`config.mk`:
```
export PLATFORM = sky130hd
export DESIGN_NAME = demux32_4_buf
export DESIGN_NICKNAME = d
export VERILOG_FILES = /design/src/rtl/demux32_4_buf.sv
export SDC_FILE = /design/constraint.sdc
export NUM_CORES = 1
export LEC_CHECK = 0
export BUFFER_PORTS_ARGS = -buffer_cell sky130_fd_sc_hd__buf_2
export CAP_MARGIN = 20
export CORE_MARGIN = 8
export CORE_UTILIZATION = 43
export CTS_BUF_LIST = sky130_fd_sc_hd__clkbuf_4 sky130_fd_sc_hd__clkbuf_8
export CTS_CLUSTER_SIZE = 8
export DETAILED_ROUTE_END_ITERATION = 7
export PLACE_DENSITY = 0.79
export SYNTH_ARGS = -nofsm -noshare
export SYNTH_HDL_FRONTEND = slang
export SYNTH_SLANG_ARGS = --single-unit
export TNS_END_PERCENT = 1
```
`constraint.sdc`:
```
create_clock -name clk -period 2.7 [get_ports clk]
set_clock_uncertainty 0.1 [all_clocks]
set_input_delay 0 -clock clk [delete_from_list [all_inputs] [get_ports clk]]
set_output_delay 0 -clock clk [all_outputs]
set_load 0.01 [all_outputs]
```
`src/rtl/demux32_4_buf.sv`:
```
// demux32_4_buf: buffered 1-to-4 demultiplexer.
// Each accepted word is stored together with its destination channel in a
// small FIFO. The head entry is presented on exactly one channel and is
// released only by that channel's ready flag, so delivery stays in strict
// arrival order across all four channels.
module demux32_4_buf #(
    parameter int WIDTH = 32,
    parameter int DEPTH = 2
) (
    input  logic                     clk,
    input  logic                     rst,
    input  logic                     in_valid,
    output logic                     in_ready,
    input  logic [1:0]               Ctrl,
    input  logic [WIDTH-1:0]         din,
    output logic [WIDTH-1:0]         o0,
    output logic [WIDTH-1:0]         o1,
    output logic [WIDTH-1:0]         o2,
    output logic [WIDTH-1:0]         o3,
    output logic                     v0,
    output logic                     v1,
    output logic                     v2,
    output logic                     v3,
    input  logic                     r0,
    input  logic                     r1,
    input  logic                     r2,
    input  logic                     r3,
    output logic [$clog2(DEPTH):0]   count
);

    localparam int PW = $clog2(DEPTH);
    localparam int CW = PW + 1;

    logic [WIDTH+1:0] r_mem [DEPTH];
    logic [PW-1:0]    r_wr_ptr;
    logic [PW-1:0]    r_rd_ptr;
    logic [CW-1:0]    r_count;

    logic             w_empty;
    logic             w_full;
    logic [WIDTH+1:0] w_head;
    logic [1:0]       w_head_ch;
    logic [WIDTH-1:0] w_head_data;
    logic             w_head_ready;
    logic             w_push;
    logic             w_pop;
    logic [PW-1:0]    w_wr_ptr_nxt;
    logic [PW-1:0]    w_rd_ptr_nxt;

    assign w_empty     = (r_count == '0);
    assign w_full      = (r_count == CW'(DEPTH));
    assign w_head      = r_mem[r_rd_ptr];
    assign w_head_ch   = w_head[WIDTH+1:WIDTH];
    assign w_head_data = w_head[WIDTH-1:0];

    // rst is folded in so the producer sees "not ready" for the whole reset
    // window, not just after the count register has been cleared.
    assign in_ready = ~rst & ~w_full;
    assign count    = r_count;

    assign w_push = in_valid & in_ready;
    assign w_pop  = ~w_empty & w_head_ready;

    assign w_wr_ptr_nxt = (r_wr_ptr == PW'(DEPTH - 1)) ? '0 : r_wr_ptr + 1'b1;
    assign w_rd_ptr_nxt = (r_rd_ptr == PW'(DEPTH - 1)) ? '0 : r_rd_ptr + 1'b1;

    // Only the head entry's channel can release it; other ready flags are ignored.
    always_comb begin
        w_head_ready = 1'b0;
        case (w_head_ch)
            2'd0:    w_head_ready = r0;
            2'd1:    w_head_ready = r1;
            2'd2:    w_head_ready = r2;
            default: w_head_ready = r3;
        endcase
    end

    // Storage array; contents are deliberately left uncleared by reset.
    always_ff @(posedge clk) begin
        if (w_push) begin
            r_mem[r_wr_ptr] <= {Ctrl, din};
        end
    end

    // Pointer and occupancy bookkeeping.
    always_ff @(posedge clk or posedge rst) begin
        if (rst) begin
            r_wr_ptr <= '0;
            r_rd_ptr <= '0;
            r_count  <= '0;
        end else begin
            if (w_push) begin
                r_wr_ptr <= w_wr_ptr_nxt;
            end
            if (w_pop) begin
                r_rd_ptr <= w_rd_ptr_nxt;
            end
            case ({w_push, w_pop})
                2'b10:   r_count <= r_count + 1'b1;
                2'b01:   r_count <= r_count - 1'b1;
                default: r_count <= r_count;
            endcase
        end
    end

    // Route the head entry to its channel; outputs depend only on registered state.
    always_comb begin
        v0 = 1'b0;
        v1 = 1'b0;
        v2 = 1'b0;
        v3 = 1'b0;
        o0 = '0;
        o1 = '0;
        o2 = '0;
        o3 = '0;
        if (!w_empty) begin
            case (w_head_ch)
                2'd0: begin
                    v0 = 1'b1;
                    o0 = w_head_data;
                end
                2'd1: begin
                    v1 = 1'b1;
                    o1 = w_head_data;
                end
                2'd2: begin
                    v2 = 1'b1;
                    o2 = w_head_data;
                end
                default: begin
                    v3 = 1'b1;
                    o3 = w_head_data;
                end
            endcase
        end
    end

endmodule

```
==> results.cfg <==
[status]
outcome = finished, final reports clean

[pwr]
power.switching_mw = 1.96
leakage_nw = 2.38
pwr-share-seq = 0.315
intPower_mw = 2.74
combPwrFrac = 0.513
power.density_nw_per_um2 = 934
ir_drop_v = 0.000427
pwr-share-clk = 0.172
swShare = 0.417

[grt]
antenna_found_initial = 2
gr-usage-met2 = 0.342
grt_pass1_vias = 3389
grt_use_met3 = 0.0548
grt_overflow = 0
use_met1 = 0.187
grt_first_pass_wirelength_um = 16700
grt_max_degree = 35
grt-busiest-layer = met2
grt.total_usage = 0.185

[placed_design]
gp_congestion = 0.744
hpwl_um = 7460
port_buffers = 175
dpl_cell_area_sq_um = 4480

[finish]
seqCellArea_sq_um = 2140
multi_input_area_sq_um = 1230
fillCellCount = 637
nets = 579
final_area_sq_um = 5030
area_growth_syn_to_layout_pct = 45.5
layout-drive-gt1-share = 0.443

[synth]
synth_area_per_cell_sq_um = 10.7
synth_flop_cell = edfxtp_1
syn_nets = 366
yosys-top-cells-area = edfxtp_1 59%, nor2_1 15%, mux2_2 10%
ys_async_sr_fraction = 0.0556
synth_edf_count = 68
synth_seq_cells = 72
yosys.area.top_type = edfxtp_1
synth_top_area_frac = 0.591
synth_cell_type_count = 25
synth_cells = 324
synth-seq-area-share = 0.620
syn_area_sq_um = 3460
yosys_warnings = 0

[sta]
final-max-slew-violation-count = 0
setup_viol = 0
max_freq_ghz = 0.421
rsz0062_at_grt = no
tns_ns = 0
period_share = 0.880
maxSlewHeadroom = 0.331
worst_slew_pin_slew_ns = 1.00
final-hold-violation-count = 0
fin_crit_ns = 2.38

[cts]
root_buffer = clkbuf_8
cts.path.max_buffers = 2
cts_buffers = 9
cts_tree = done
postCtsSetupRepairBufs = 0
postCtsResizedCells = 0
clock_sinks = 72
worstSkewPairLatency_ns = 0.33
clk_pin_slew_ns = 0.07
postCtsHoldBufs = 36
h-tree-depth = 3

[critical_path]
crit_fanout = 33
worstPathArrival_ns = 2.28
crit_buf_inv = 2
cp-startpoint = r_rd_ptr
r2r_start = r_rd_ptr
criticalPathCategory = flop to primary output
critPathMaxStageDelay_ns = 0.77
path_cells = buf_4 -> nand2_1 -> nor2_1 -> a21oi_4 -> nor2_1 -> buf_2
crit_family = compound AO/OA/AOI/OAI gates
crit_path_end_kind = primary output
cp_common_cell = nor2_1
cp.required_ns = 2.60
critPathSlowestCell = a21oi_4
crit_path_start_kind = flop

[route]
drcViolationCount = 0
vias_per_cell = 4.94
drtIter0Drc = 138
wl_per_cell_um = 16.5
dr.pass1.iters = 4
final_antenna_net_count = 0
vias = 3190
drt-total-wl_um = 10700

[die]
die_w_um = 106
std_cell_rows = 32
core_sq_um = 7770
die_area_sq_um = 11200
start_util = 0.445
num_io_pins = 176
dieHeight_um = 106

[job]
cap_violations = 0

[worst_hold_path]
holdCritPathClass = input pin to asynchronous set/reset pin
cells by family after synthesis:
| family | count (synthesis) | synth area share |
|---|---|---|
| adder cells (fa/ha/maj) | 1 | 0.00362 |
| AND/OR/NAND/NOR | 179 | 0.201 |
| multiplexers | 32 | 0.104 |
| AO/OA/AOI/OAI | 11 | 0.0243 |
| buffers and inverters | 24 | 0.0344 |
| flip-flops | 72 | 0.620 |
| XOR/XNOR | 5 | 0.0127 |
routing by layer:
layer	vias to the layer above	routed length (um)
met1	1522	3960
met4	0	207
met3	20	817
li1	1511	-
met2	137	5670
met5	-	0
registers in the layout (all words and copies together) (netlist names):
signal    count
r_mem        68
count         2
r_rd_ptr      1
r_wr_ptr      1
stage by stage:
step	util	hold WS, ns	instances	setup slack, ns	power (mW)
after detailed placement	0.576	-0.177	592	0.533	3.88
after floorplan	-	-0.334	324	0.320	3.00
after CTS	0.647	0.00375	644	0.310	4.73
after global placement	0.576	-0.189	592	0.594	3.79
final	0.647	0.0155	646	0.323	4.70
after global routing	0.647	0.0365	646	0.205	5.01
power groups by stage:
| stage | combinational [mW] | sequential [mW] | clock, mW |
|---|---|---|---|
| global placement | 2.30 | 1.49 | 0 |
| detailed placement | 2.38 | 1.50 | 0 |
| global route | 2.63 | 1.49 | 0.880 |
| CTS | 2.43 | 1.48 | 0.823 |
| floorplan | 1.51 | 1.49 | 0 |
| finish | 2.41 | 1.48 | 0.806 |
area by class of cell:
cell class	count	share of cell area
Clock inverter	7	0.0124
Tap cell	102	0.0254
Sequential cell	72	0.426
Multi-Input combinational cell	228	0.245
Inverter	4	0.00299
Timing Repair Buffer	222	0.262
Clock buffer	9	0.0246
Antenna cell	2	0.000995
cells in the mapped netlist, types with 2 or more instances:
master    number
edfxtp_1      68
buf_4          3
xor2_1         2
nor2b_1        3
a22oi_1        2
clkbuf_1       3
inv_1          4
dfrtp_1        4
mux2_2        32
xnor2_1        3
nor2_1       138
buf_2         14
a32o_1         2
nand2_1       34
a21oi_1        2
cells in the final DEF (no fill, tap or decap), types with 2 or more instances in the layout:
cell,synthesis,routed
clkbuf_8,0,9
buf_2,14,175
xor2_1,2,2
nor2_1,138,137
mux2_2,32,32
diode_2,0,2
a32o_1,2,2
clkinv_2,0,2
buf_4,3,11
xnor2_1,3,3
inv_1,4,4
dfrtp_1,4,3
clkinvlp_4,0,2
nand2_1,34,34
edfxtp_1,68,68
nor2b_1,3,3
a22oi_2,0,2
dlygate4sd3_1,0,36
clkinv_1,0,2
worst paths after layout:
| kind | end | cells past startpoint | slack, ns |
|---|---|---|---|
| setup / recovery | o2[15] | 6 | 0.32 |
| max in group asynchronous | r_rd_ptr | 3 | 2.29 |
| hold reg to reg | r_wr_ptr | 1 | 0.45 |
| setup reg to reg | count[1] | 7 | 0.52 |
| hold / removal | r_wr_ptr | 3 | 0.02 |
| min in group clk | r_rd_ptr | 4 | 0.09 |
worst min-delay path: stages:
cell,delay (ns)
dlygate4sd3_1,0.53
buf_2,0.13
inv_1,0.16
(Power assumes the default switching activity.)
